===== config.mk =====
export PLATFORM = sky130hd
export DESIGN_NAME = sdram_port_arbiter
export DESIGN_NICKNAME = d
export VERILOG_FILES = /design/src/rtl/sdram_arb_pkg.sv /design/src/rtl/dl_wr_fifo.sv /design/src/rtl/sdram_port_arbiter.sv
export SDC_FILE = /design/constraint.sdc
export NUM_CORES = 1
export LEC_CHECK = 0
export CORE_MARGIN = 10
export CORE_UTILIZATION = 45
export DETAILED_ROUTE_END_ITERATION = 10
export GPL_ROUTABILITY_DRIVEN = 0
export GPL_TIMING_DRIVEN = 1
export HOLD_SLACK_MARGIN = 0.02
export PLACE_DENSITY = 0.72
export SETUP_SLACK_MARGIN = 0.1
export SLEW_MARGIN = 40
export SYNTH_ARGS = -nofsm -noshare
export SYNTH_HDL_FRONTEND = slang
export SYNTH_SLANG_ARGS = --single-unit

===== constraint.sdc =====
create_clock -name clk_sys -period 3.1 [get_ports clk_sys]
set_input_delay 0.465 -clock clk_sys [delete_from_list [all_inputs] [get_ports clk_sys]]
set_output_delay 0.465 -clock clk_sys [all_outputs]
set_load 0.1 [all_outputs]

===== src/rtl/sdram_arb_pkg.sv =====
// Shared types for the SDRAM port arbiter: FSM state encoding and the
// download FIFO entry width ({addr, data}).
package sdram_arb_pkg;

   localparam int ARB_AW     = 23;
   localparam int DL_ENTRY_W = ARB_AW + 8;

   typedef enum logic [2:0] {
      IDLE,
      ISSUE_DL,
      WAIT_DL,
      ISSUE_CPU,
      WAIT_CPU
   } arb_state_t;

endpackage


===== src/rtl/dl_wr_fifo.sv =====
// Small synchronous FIFO buffering ioctl download writes; the head entry is
// visible combinationally on rdata. A push into a full FIFO is accepted only
// when a pop happens in the same cycle.
module dl_wr_fifo #(
   parameter int WIDTH = 31,
   parameter int DEPTH = 4
) (
   input  logic             clk_sys,
   input  logic             reset_n,
   input  logic             push,
   input  logic             pop,
   input  logic [WIDTH-1:0] wdata,
   output logic [WIDTH-1:0] rdata,
   output logic             full,
   output logic             empty
);

   localparam int PW = $clog2(DEPTH);
   localparam logic [PW:0] FULL_CNT = DEPTH[PW:0];

   logic [WIDTH-1:0] mem_q [DEPTH];
   logic [WIDTH-1:0] mem_d [DEPTH];
   logic [PW-1:0]    wr_ptr_q, wr_ptr_d;
   logic [PW-1:0]    rd_ptr_q, rd_ptr_d;
   logic [PW:0]      count_q, count_d;
   logic             do_push, do_pop;

   assign full    = (count_q == FULL_CNT);
   assign empty   = (count_q == '0);
   assign rdata   = mem_q[rd_ptr_q];
   assign do_pop  = pop && !empty;
   assign do_push = push && (!full || do_pop);

   always_comb begin
      mem_d    = mem_q;
      wr_ptr_d = wr_ptr_q;
      rd_ptr_d = rd_ptr_q;
      count_d  = count_q;
      if (do_push) begin
         mem_d[wr_ptr_q] = wdata;
         wr_ptr_d        = wr_ptr_q + 1'b1;
      end
      if (do_pop) begin
         rd_ptr_d = rd_ptr_q + 1'b1;
      end
      case ({do_push, do_pop})
         2'b10:   count_d = count_q + 1'b1;
         2'b01:   count_d = count_q - 1'b1;
         default: count_d = count_q;
      endcase
   end

   always_ff @(posedge clk_sys or negedge reset_n) begin
      if (!reset_n) begin
         for (int unsigned i = 0; i < DEPTH; i++) begin
            mem_q[i] <= '0;
         end
         wr_ptr_q <= '0;
         rd_ptr_q <= '0;
         count_q  <= '0;
      end else begin
         mem_q    <= mem_d;
         wr_ptr_q <= wr_ptr_d;
         rd_ptr_q <= rd_ptr_d;
         count_q  <= count_d;
      end
   end

endmodule


===== src/rtl/sdram_port_arbiter.sv =====
// Shares the single 8-bit SDRAM controller port between the buffered ioctl
// download stream (always preferred) and the CPU SRAM-style bus.
module sdram_port_arbiter
   import sdram_arb_pkg::*;
#(
   parameter int AW         = ARB_AW,
   parameter int FIFO_DEPTH = 4
) (
   input  logic          clk_sys,
   input  logic          reset_n,
   input  logic          dl_active,
   input  logic          dl_wr,
   input  logic [AW-1:0] dl_addr,
   input  logic [7:0]    dl_data,
   output logic          dl_overflow,
   input  logic          cpu_cs_n,
   input  logic          cpu_oe_n,
   input  logic          cpu_we_n,
   input  logic [AW-1:0] cpu_addr,
   input  logic [7:0]    cpu_din,
   output logic [7:0]    cpu_dout,
   output logic          cpu_rdy,
   output logic [AW-1:0] mem_addr,
   output logic [7:0]    mem_din,
   output logic          mem_we,
   output logic          mem_rd,
   input  logic [7:0]    mem_dout,
   input  logic          mem_ready
);

   localparam int ENTRY_W = AW + (DL_ENTRY_W - ARB_AW);

   arb_state_t          state_q, state_d;
   logic [AW-1:0]       mem_addr_q, mem_addr_d;
   logic [7:0]          mem_din_q, mem_din_d;
   logic                mem_we_q, mem_we_d;
   logic                mem_rd_q, mem_rd_d;
   logic [7:0]          cpu_dout_q, cpu_dout_d;
   logic                cpu_done_q, cpu_done_d;
   logic                cpu_rdy_q, cpu_rdy_d;
   logic [AW-1:0]       cpu_lat_addr_q, cpu_lat_addr_d;
   logic                cpu_op_wr_q, cpu_op_wr_d;
   logic                dl_overflow_q, dl_overflow_d;
   logic                dl_active_q, dl_active_d;

   logic                fifo_pop, fifo_full, fifo_empty;
   logic [ENTRY_W-1:0]  fifo_wdata, fifo_rdata;
   logic                cpu_req, cpu_wr, cpu_complete;

   assign cpu_req    = !cpu_cs_n && (!cpu_oe_n || !cpu_we_n);
   assign cpu_wr     = !cpu_we_n;
   assign fifo_wdata = {dl_addr, dl_data};
   assign fifo_pop   = (state_q == ISSUE_DL);

   dl_wr_fifo #(
      .WIDTH (ENTRY_W),
      .DEPTH (FIFO_DEPTH)
   ) u_fifo (
      .clk_sys (clk_sys),
      .reset_n (reset_n),
      .push    (dl_wr),
      .pop     (fifo_pop),
      .wdata   (fifo_wdata),
      .rdata   (fifo_rdata),
      .full    (fifo_full),
      .empty   (fifo_empty)
   );

   // Command outputs are registered: they are loaded on entry to ISSUE_*,
   // so the strobe is high exactly during the ISSUE_* cycle.
   always_comb begin
      state_d        = state_q;
      mem_addr_d     = mem_addr_q;
      mem_din_d      = mem_din_q;
      mem_we_d       = 1'b0;
      mem_rd_d       = 1'b0;
      cpu_dout_d     = cpu_dout_q;
      cpu_lat_addr_d = cpu_lat_addr_q;
      cpu_op_wr_d    = cpu_op_wr_q;
      cpu_complete   = 1'b0;
      case (state_q)
         IDLE: begin
            if (!fifo_empty && mem_ready) begin
               state_d    = ISSUE_DL;
               mem_we_d   = 1'b1;
               mem_addr_d = fifo_rdata[ENTRY_W-1:8];
               mem_din_d  = fifo_rdata[7:0];
            end else if (cpu_req && !dl_active && !cpu_done_q && mem_ready) begin
               state_d        = ISSUE_CPU;
               cpu_lat_addr_d = cpu_addr;
               cpu_op_wr_d    = cpu_wr;
               mem_addr_d     = cpu_addr;
               mem_din_d      = cpu_din;
               mem_we_d       = cpu_wr;
               mem_rd_d       = !cpu_wr;
            end
         end
         ISSUE_DL:  state_d = WAIT_DL;
         WAIT_DL: begin
            if (mem_ready) state_d = IDLE;
         end
         ISSUE_CPU: state_d = WAIT_CPU;
         WAIT_CPU: begin
            if (mem_ready) begin
               state_d      = IDLE;
               cpu_complete = 1'b1;
               if (!cpu_op_wr_q) cpu_dout_d = mem_dout;
            end
         end
         default:   state_d = IDLE;
      endcase
   end

   always_comb begin
      cpu_done_d = cpu_done_q;
      if (cpu_complete) begin
         cpu_done_d = 1'b1;
      end else if (!cpu_req || (cpu_addr != cpu_lat_addr_q)) begin
         cpu_done_d = 1'b0;
      end
      cpu_rdy_d   = cpu_done_q;
      dl_active_d = dl_active;
      // A strobe rejected while full raises the flag even on an active rise.
      dl_overflow_d = dl_overflow_q;
      if (dl_active && !dl_active_q) dl_overflow_d = 1'b0;
      if (dl_wr && fifo_full && !fifo_pop) dl_overflow_d = 1'b1;
   end

   always_ff @(posedge clk_sys or negedge reset_n) begin
      if (!reset_n) begin
         state_q        <= IDLE;
         mem_addr_q     <= '0;
         mem_din_q      <= '0;
         mem_we_q       <= 1'b0;
         mem_rd_q       <= 1'b0;
         cpu_dout_q     <= '0;
         cpu_done_q     <= 1'b0;
         cpu_rdy_q      <= 1'b0;
         cpu_lat_addr_q <= '0;
         cpu_op_wr_q    <= 1'b0;
         dl_overflow_q  <= 1'b0;
         dl_active_q    <= 1'b0;
      end else begin
         state_q        <= state_d;
         mem_addr_q     <= mem_addr_d;
         mem_din_q      <= mem_din_d;
         mem_we_q       <= mem_we_d;
         mem_rd_q       <= mem_rd_d;
         cpu_dout_q     <= cpu_dout_d;
         cpu_done_q     <= cpu_done_d;
         cpu_rdy_q      <= cpu_rdy_d;
         cpu_lat_addr_q <= cpu_lat_addr_d;
         cpu_op_wr_q    <= cpu_op_wr_d;
         dl_overflow_q  <= dl_overflow_d;
         dl_active_q    <= dl_active_d;
      end
   end

   assign mem_addr    = mem_addr_q;
   assign mem_din     = mem_din_q;
   assign mem_we      = mem_we_q;
   assign mem_rd      = mem_rd_q;
   assign cpu_dout    = cpu_dout_q;
   assign cpu_rdy     = cpu_rdy_q;
   assign dl_overflow = dl_overflow_q;

endmodule


=== Word level (Yosys, flattened, before mapping) ===
Cells that the tools add are included.

* Bits in registers: 203
* Latch bits: 0
* Memory bits (writable): 0
* Bits in read-only memories: 0
* Input port bits: 78
* Output and inout port bits: 43
* Word-level logic and storage cells: 102
* Memories: 0

* $add $sub $neg: 4
* Multipliers: 0
* Div/mod/pow operators: 0
* Order comparisons: 3
* Equality and inequality tests: 10
* Shift-type cells: 0
* Muxes and demuxes: 27
* Bitwise operators: 4
* Reductions and logical operators: 35

{| class="wikitable"
|+ Operators with widths
! cell !! count
|-
| 124-bit bitwise mux || 1
|-
| 31-bit 2-to-1 mux || 3
|-
| 31-bit binary-select mux with 2-bit select || 1
|-
| 31-bit demux with 2-bit select || 1
|-
| 23-bit 2-to-1 mux || 2
|-
| 23-bit != test || 1
|-
| 8-bit 2-to-1 mux || 2
|-
| 1-bit 2-to-1 mux || 12
|-
| 3-bit case mux with 4 select lines || 1
|-
| 1-bit logical AND || 11
|-
| 1-bit zero test || 10
|-
| 3-bit 2-to-1 mux || 3
|-
| 2-bit nonzero test || 4
|-
| 3-bit by 2-bit equality test with 1-bit output, second input constant || 2
|-
| 3-bit equality test, second input constant || 2
|-
| 3-bit >= comparator, second input constant || 2
|-
| 3-bit zero test || 2
|-
| 2-bit inverter with 3-bit output || 2
|-
| 3-bit case mux with 2 select lines || 1
|-
| 3-bit AND reduction || 2
|-
| 2-bit by 1-bit adder with 2-bit output, second input constant || 2
|-
| 2-bit AND reduction || 2
|-
| 3-bit by 1-bit adder with 3-bit output, second input constant || 1
|-
| 3-bit by 1-bit equality test with 1-bit output, second input constant || 1
|-
| 9 further kinds || 12
|}

=== Logic depth before layout (Yosys ltp) ===
Gate-level depths: netlist of run 1.

* Depth after elaboration: 9
* Depth in mapped cells: 9
* Gate-level depth less buffers: 9

=== Cells and area by module ===
A second synthesis of run 1 with hierarchy kept.

* Cells, all modules: 572
* Area, all modules: 9172.5 sq um

{| class="wikitable"
|+ Modules (own cells, without submodules)
! module !! times used !! cells an instance !! area an instance (sq um) !! seq. area each (sq um)
|-
| dl_wr_fifo || 1 || 339 || 5801.8 || 3278.1
|-
| sdram_port_arbiter || 1 || 233 || 3370.7 || 1801.7
|}

=== Worst setup path after synthesis of run 1 ===
OpenSTA, ideal clock, no wires.

* Path type: flip-flop to flip-flop
* Start: register state_q[2]
* End: register u_fifo.count_q[2]
* Library setup time: 0.136 ns
* Arrival: 2.077 ns
* Data required time: 2.964 ns
* Path slack: 0.888 ns
* Stages on the path, launching flop included: 10
* Path buffers: 0
* Period minus slack after synthesis: 2.212 ns
* Cells stage by stage: dfrtp_1 > or3b_4 > a31oi_4 > inv_1 > ha_1 > inv_1 > fa_1 > xor2_1 > nor2_1 > xor2_1

* Word-level cells in the longest chain between the ends: 6
* Elaborated cells between the ends (all ways): 8
* Classes of those cells: 3 x eq/ne; 1 x mux; 4 x reduce/logical

{| class="wikitable"
|+ Ends and longest elaborated chain
! element !! line !! text
|-
| start: declaration || sdram_port_arbiter.sv:33 || <nowiki>arb_state_t state_q, state_d;</nowiki>
|-
| start signal: assignment || sdram_port_arbiter.sv:144 || <nowiki>state_q <= state_d;</nowiki>
|-
| 3-bit by 1-bit equality test with 1-bit output * || sdram_port_arbiter.sv:53 || <nowiki>assign fifo_pop = (state_q == ISSUE_DL);</nowiki>
|-
| 1-bit logical AND * || dl_wr_fifo.sv:31 || <nowiki>assign do_pop = pop && !empty;</nowiki>
|-
| 1-bit logical OR || dl_wr_fifo.sv:32 || <nowiki>assign do_push = push && (!full || do_pop);</nowiki>
|-
| 1-bit logical AND || dl_wr_fifo.sv:32 ||
|-
| 2-bit by 1-bit equality test with 1-bit output or 2-bit equality test (tied branches) || dl_wr_fifo.sv:46 || <nowiki>case ({do_push, do_pop})</nowiki>
|-
| 3-bit case mux with 2 select lines or 2-bit nonzero test (tied branches) || -- ||
|-
| end signal: assignment || dl_wr_fifo.sv:65 || <nowiki>count_q <= count_d;</nowiki>
|-
| end: declaration || dl_wr_fifo.sv:25 || <nowiki>logic [PW:0] count_q, count_d;</nowiki>
|}

Mark *: on every way between the ends. The rest lies on a longest branch, timed or not.
A chain may end at the register's enable or synchronous reset.

=== Worst setup path after layout of run 1 ===
Ends and elaborated chain as after synthesis.

==> results of run 1 <==
## state kept, by name, summed over array words and instances, names as in the netlist
| register | flops |
|---|---|
| cpu_lat_addr_q | 23 |
| dl_active_q | 1 |
| u_fifo.rd_ptr_q | 2 |
| state_q | 3 |
| u_fifo.wr_ptr_q | 2 |
| mem_din | 8 |
| cpu_op_wr_q | 1 |
| u_fifo.count_q | 3 |
| mem_we | 1 |
| dl_overflow | 1 |
| mem_rd | 1 |
| mem_addr | 23 |
| cpu_rdy | 1 |
| u_fifo.mem_q | 124 |
| cpu_done_q | 1 |
| cpu_dout | 8 |
## cells by family after synthesis
group,Yosys count,synth area share (%)
AND/OR/NAND/NOR,34,2.297
flip-flops,203,55.51
AO/OA/AOI/OAI,13,1.149
adder cells (fa/ha/maj),6,0.9024
multiplexers,249,34.77
buffers and inverters,37,2.598
XOR/XNOR,29,2.776
## power by group through the flow
| stage | sequential [mW] | clock, mW | combinational [mW] |
|---|---|---|---|
| 6_report | 4.77 | 2.78 | 6.52 |
| 5_1_grt | 4.92 | 2.96 | 6.92 |
| 4_1_cts | 4.77 | 2.83 | 6.61 |
| 3_5_place_dp | 4.81 | 0 | 6.58 |
| 3_3_place_gp | 4.67 | 0 | 6.42 |
| 2_1_floorplan | 6.47 | 0 | 3.36 |
## worst min-delay path by stage
stage,startpoint,endpoint,slack [ns],depth (start not counted)
after floorplan,reset_n,cpu_done_q$_DFFE_PN0P_,0.17,0
after global placement,cpu_op_wr_q$_DFFE_PN0P_,cpu_op_wr_q$_DFFE_PN0P_,0.47,2
after detailed placement,u_fifo.mem_q[53]$_DFFE_PN0P_,u_fifo.mem_q[53]$_DFFE_PN0P_,0.49,1
after CTS,reset_n,u_fifo.mem_q[31]$_DFFE_PN0P_,0.05,1
after global routing,reset_n,u_fifo.mem_q[2]$_DFFE_PN0P_,0.07,1
final,reset_n,u_fifo.mem_q[64]$_DFFE_PN0P_,0.02,1
## through the flow
stage | hold WS [ns] | util [%] | power, mW | area [sq um]
4_1_cts | 0.04692 | 56.19 | 14.21 | 11300
3_5_place_dp | 0.4900 | 52.29 | 11.38 | 10510
2_1_floorplan | 0.1694 | - | 9.832 | 9151
5_1_grt | 0.07402 | 56.19 | 14.80 | 11300
3_3_place_gp | 0.4678 | 52.25 | 11.09 | 10510
6_report | 0.02154 | 56.20 | 14.07 | 11300
## final cells by class
class / count / area [sq um] / area share [%]
Sequential cell: 203 / 5081 / 44.97
Multi-Input combinational cell: 331 / 3845 / 34.03
Timing Repair Buffer: 129 / 1215 / 10.75
Clock buffer: 33 / 663.1 / 5.869
Tap cell: 270 / 337.8 / 2.990
Clock inverter: 8 / 121.4 / 1.074
Inverter: 9 / 33.78 / 0.2990
Antenna cell: 1 / 2.502 / 0.02215
## critical path: stages, from the launching register on
cell,delay [ns]
dfrtp_1,0.43
or3b_4,0.45
a31oi_4,0.44
inv_1,0.10
ha_1,0.22
inv_1,0.08
fa_1,0.18
xor2_1,0.16
nor2_1,0.07
xor2_1,0.15
## layout by cell type, fill, tap and decap left out, drive strengths merged, types with 4 or more instances in the layout
master	count
buf	52
clkbuf	34
clkdlybuf4s50	76
clkinv	4
dfrtp	203
ha	5
inv	9
mux2	217
mux4	31
nand2	10
nand4	4
nor2	6
o21ai	6
xnor2	15
xor2	14
## metal layers
layer  wire [um]  vias up  part of all wire [%]
met5           0        -                     0
met4         375        0                   1.8
met3        1051       29                   5.0
met2       10940      122                    52
met1        8727     2778                    41
li1            -     2337                     -
==> results.ini, run 1 <==
[detailed_routing]
antenna_left = 0
wire_per_inst_um = 21.44
vias_per_cell = 5.352
drt_pass1_iterations = 4
wirelength_um = 21100
drt_iter0_markers = 229
dr_total_vias = 5266
remaining_drc_errors = 0

[worst_setup_path]
r2r-start = state_q[2]$_DFFE_PN0P_
cp-end-kind = flop
crit_required_ns = 3.46
reg2reg_slack_ns = 0.68
crit_type = reg2reg
start_kind = flop
worstPathArrival_ns = 2.78
reg2reg_to = u_fifo.count_q[2]$_DFFE_PN0P_
crit_path_end = u_fifo.count_q[2]$_DFFE_PN0P_
crit_start = state_q[2]$_DFFE_PN0P_
reg2regPathDepth = 9
crit_fanout = 8

[die]
die_w_um = 162.6
core-area_sq_mm = 0.02010
num_rows = 52
io_pins = 121
die_area_sq_mm = 0.02644
initial_utilization_pct = 45.52
die_y_um = 162.6

[logic_synthesis]
synth.avg_cell_area_sq_um = 16.03
yosysTopAreaCell = dfrtp_1
syn_area_sq_mm = 0.009151
yosys_warnings = 0
synth_cells = 571
synth_edf_count = 0
synthFlopType = dfrtp_1
synthesis.nets = 655
synth_cell_types = 36
ys_async_sr_fraction_pct = 100.0
seq_area_frac_synth_pct = 55.51
ys_ff_latch = 203
synth_most_common_cell = mux2_2
synth_top_area_share_pct = 55.51
synth_common_cells = mux2_2, dfrtp_1, mux4_2
ys_top_cells_by_area = dfrtp_1, mux2_2, mux4_2

[pwr]
p_leak_nw = 4.866
p_per_area_mw_per_mm2 = 1245
p_sw_mw = 5.483
seqPwrFrac_pct = 33.9
pwr-share-clk_pct = 19.8
intPower_mw = 8.588
p_comb_share_pct = 46.3
sw_frac_of_total_pct = 38.97
peakVddDrop_mv = 0.7926

[global_routing]
overflow = 0
grt_pass1_wl_um = 34240
grt_start_max_net_pins = 84
antenna_found_initial = 0
track_usage_pct = 16.16
grt_pass1_vias = 6146
grt_use_met3_pct = 3.387
globalRouteMet1Util_pct = 19.83
use_met2_pct = 28.75
busiest_layer = met2

[placement]
place_ws_ns = 0.5534
dp_hpwl_um = 14130
placed_cells = 942
io_buffers = 120

[sta]
drv_slew = 0
worstMarginPinSlew_ns = 0.6901
hold_viol_final = 0
rsz0062_at_grt = false
timing.fmax_ghz = 0.4130
slew_headroom_pct = 53.99
period_needed_ns = 2.422
skew_ns = 0.007575
finalCritPeriodShare_pct = 78.11
setup_viol = 0
fin_ws_ns = 0.6785
finalSetupTns_ns = 0

[clock_network]
cts_setup_buffers = 0
clk-insertion-delay-late_ns = 0.49
cts_tree = yes
cts.sinks = 203
ctsHoldBuffers = 0
htree_levels = 1
post_cts_resized = 0
clk_pin_slew_worst_paths_ns = 0.06
cts_buffer_depth = 3
clockRootBuffer = clkbuf_16
cts_buffers = 23

[final_layout]
stdcell_count = 984
layout.nets = 781
drive_gt1_share_pct = 48.67
fillers = 1560
syn2layout_area_growth_pct = 23.48

[run]
drv_cap = 0

[run_status]
status = completed

[worst_hold_path]
hold_path_class = in2async

Power figures use the tool's default switching activity.
==> inputs of run 2 (changes only) <==
--- a/config.mk
+++ b/config.mk
@@ -11,7 +11,7 @@
 export GPL_ROUTABILITY_DRIVEN = 0
 export GPL_TIMING_DRIVEN = 1
 export HOLD_SLACK_MARGIN = 0.02
-export PLACE_DENSITY = 0.72
+export PLACE_DENSITY = 0.75
 export SETUP_SLACK_MARGIN = 0.1
 export SLEW_MARGIN = 40
 export SYNTH_ARGS = -nofsm -noshare
==> constraint.sdc (replaced) <==
create_clock -name clk_sys -period 2 [get_ports clk_sys]
set_input_delay 0.3 -clock clk_sys [delete_from_list [all_inputs] [get_ports clk_sys]]
set_output_delay 0.3 -clock clk_sys [all_outputs]
set_load 0.1 [all_outputs]
==> run 2 against run 1 <==
Compared with the run above: core utilization up 4.6 points; sequential power rose by 57%; fmax is 22% higher; highest routed layer unchanged; combinational power is 81% higher; first-iteration DRC count is 48% higher; count of clock-buffer cells in the layout is 3 lower; critical path depth shrank 1.
==> results.ini, run 2 (same netlist as run 1, synthesis figures left out) <==
[sta]
worstMarginPinSlew_ns = 0.4544  ; was 0.6901 ns
setup_viol = 0  ; unchanged
rsz0062_at_grt = true  ; was false
hold_viol_final = 0  ; unchanged
finalSetupTns_ns = 0  ; unchanged
timing.fmax_ghz = 0.5027  ; was 0.4130 GHz
slew_headroom_pct = 69.70  ; was 53.99%
period_needed_ns = 1.989  ; was 2.422 ns
fin_ws_ns = 0.01088  ; was 0.6785 ns
finalCritPeriodShare_pct = 99.46  ; was 78.11%
skew_ns = 0.007692  ; was 0.007575 ns
drv_slew = 0  ; unchanged

[pwr]
power_mw = 23.38  ; was 14.07 mW
p_comb_share_pct = 50.5  ; was 46.3%
intPower_mw = 14.26  ; was 8.588 mW
p_sw_mw = 9.119  ; was 5.483 mW
peakVddDrop_mv = 1.211  ; was 0.7926 mV
seqPwrFrac_pct = 32.0  ; was 33.9%
sw_frac_of_total_pct = 39.00  ; was 38.97%
p_per_area_mw_per_mm2 = 1913  ; was 1245 mW/mm^2
p_leak_nw = 5.499  ; was 4.866 nW
pwr-share-clk_pct = 17.5  ; was 19.8%

[die]
num_rows = 52  ; unchanged
die_y_um = 162.6  ; unchanged
die_w_um = 162.6  ; unchanged
io_pins = 121  ; unchanged
die_area_sq_mm = 0.02644  ; unchanged
core-area_sq_mm = 0.02010  ; unchanged
initial_utilization_pct = 45.52  ; unchanged

[worst_setup_path]
reg2regPathDepth = 8  ; was 9
cpMostUsedCell = xor2_1
crit_buf_inv = 1  ; was 2
slowest_stage = or3b_4  ; unchanged
crit_fanout = 3  ; was 8
crit_type = reg2reg  ; unchanged
path_cells = or3b_4, nor2_4, ha_4, inv_2, fa_2, xor2_1, nor2_1, xor2_1  ; was or3b_4, a31oi_4, inv_1, ha_1, inv_1, fa_1, xor2_1, nor2_1, xor2_1
worstPathArrival_ns = 2.40  ; was 2.78 ns
slowest_delay_ns = 0.44  ; was 0.45 ns
cp-end-kind = flop  ; unchanged
reg2reg_slack_ns = 0.01  ; was 0.68 ns
start_kind = flop  ; unchanged
r2r-start = state_q[2]$_DFFE_PN0P_  ; unchanged
crit_required_ns = 2.42  ; was 3.46 ns
reg2reg_to = u_fifo.count_q[2]$_DFFE_PN0P_  ; unchanged
crit_family = simple AND/OR/NAND/NOR gates  ; unchanged

[run_status]
status = completed  ; unchanged

[clock_network]
cts.sinks = 203  ; unchanged
cts_tree = yes  ; unchanged
clk-insertion-delay-late_ns = 0.50  ; was 0.49 ns
clk_pin_slew_worst_paths_ns = 0.06  ; about the same
cts_buffer_depth = 3  ; unchanged
clockRootBuffer = clkbuf_16  ; unchanged
htree_levels = 1  ; unchanged
cts_buffers = 22  ; was 23

[final_layout]
multi_input_area_sq_mm = 0.004139  ; was 0.003845 sq mm
final_util_pct = 60.81  ; was 56.20%
final_cell_mix = dfrtp_1, mux2_2, clkdlybuf4s50_1  ; was mux2_2, dfrtp_1, clkdlybuf4s50_1
drive_gt1_share_pct = 52.76  ; was 48.67%
syn2layout_area_growth_pct = 33.59  ; was 23.48%
fillers = 1478  ; was 1560
mostFrequentLayoutCell = dfrtp_1  ; was mux2_2
largest_register_ffs = 124  ; unchanged
seqCellArea_sq_mm = 0.005081  ; unchanged
stdcell_count = 1031  ; was 984
layout.nets = 828  ; was 781
regMostFlops = u_fifo.mem_q  ; unchanged

[detailed_routing]
remaining_drc_errors = 0  ; unchanged
wirelength_um = 24130  ; was 21100 um
wire_per_inst_um = 23.41  ; was 21.44 um
drt_iter0_markers = 339  ; was 229
dr_total_vias = 5520  ; was 5266
drt_pass1_iterations = 4  ; unchanged
vias_per_cell = 5.354  ; was 5.352
antenna_left = 0  ; unchanged

[global_routing]
grt_start_max_net_pins = 57  ; was 84
track_usage_pct = 16.69  ; was 16.16%
overflow = 0  ; unchanged
grt_pass1_vias = 6234  ; was 6146
busiest_layer = met2  ; unchanged
use_met2_pct = 28.64  ; was 28.75%
grt_pass1_wl_um = 35240  ; was 34240 um
antenna_found_initial = 1  ; was 0
globalRouteMet1Util_pct = 20.71  ; was 19.83%
grt_use_met3_pct = 3.640  ; was 3.387%

[worst_hold_path]
hold_path_class = in2async  ; unchanged

[placement]
io_buffers = 120  ; unchanged
dp_hpwl_um = 15480  ; was 14130 um
placed_cells = 974  ; was 942
place_ws_ns = -0.1153  ; was 0.5534 ns

[run]
drv_cap = 0  ; unchanged

## run 2: layout make-up
cell class	instances	share of cell area [%]
antenna	1	0.02047
clock buffer	30	5.168
clock inverter	10	0.8392
inverter	9	0.2763
multi-input combinational	331	33.86
sequential	203	41.56
tap	270	2.763
timing repair buffer	177	15.52
## run 2: layer usage
| metal | routed length, um | share of wire, % |
|---|---|---|
| met1 | 9860 | 41 |
| met2 | 12060 | 50 |
| met3 | 1395 | 5.8 |
| met4 | 819 | 3.4 |
| met5 | 0 | 0 |
## run 2: worst max path at each step
stage                      startpoint                             to  cells after the start
2_1_floorplan  state_q[1]$_DFFE_PN0P_  u_fifo.count_q[2]$_DFFE_PN0P_                      9
3_3_place_gp                mem_ready         mem_din[0]$_DFFE_PN0P_                      7
3_5_place_dp   state_q[1]$_DFFE_PN0P_  u_fifo.count_q[2]$_DFFE_PN0P_                      8
4_1_cts        state_q[2]$_DFFE_PN0P_  u_fifo.count_q[2]$_DFFE_PN0P_                      8
5_1_grt        state_q[2]$_DFFE_PN0P_  u_fifo.count_q[2]$_DFFE_PN0P_                      8
6_report       state_q[2]$_DFFE_PN0P_  u_fifo.count_q[2]$_DFFE_PN0P_                      8
## run 2: timing repair
action                                  4_1_cts  5_1_grt
endpoints found under the setup margin       29      116
resized for setup                             6       77
gates cloned                                  0       10
pin swaps                                     5        0
hold buffers                                  1        0
hold endpoints to repair                     37        0
buffers inserted                              3        2
## run 2: power groups by stage
stage / sequential (mW) / clock, mW / combinational, mW
after floorplan: 10.0 / 0 / 5.26
after global placement: 7.23 / 0 / 10.5
after detailed placement: 7.45 / 0 / 10.8
after CTS: 7.39 / 4.16 / 10.9
after global routing: 7.70 / 4.32 / 12.4
final: 7.48 / 4.09 / 11.8
## run 2: worst register-to-register path, delay by kind of cell, from the launching register on
kind / cells / cell delay [ns]
and+or+nand+nor: 3 / 0.70
adders and majority gates: 2 / 0.47
DFF: 1 / 0.38
xor gates and xnor gates: 2 / 0.34
buffers and inverters: 1 / 0.03
## run 2: stage by stage
step                      cell area [sq um]  hold WS, ns
after floorplan                        9173     0.004409
after global placement                10900       0.2433
after detailed placement              10900       0.2463
after CTS                             11690       0.2785
after global routing                  12220       0.3244
final                                 12230       0.2705
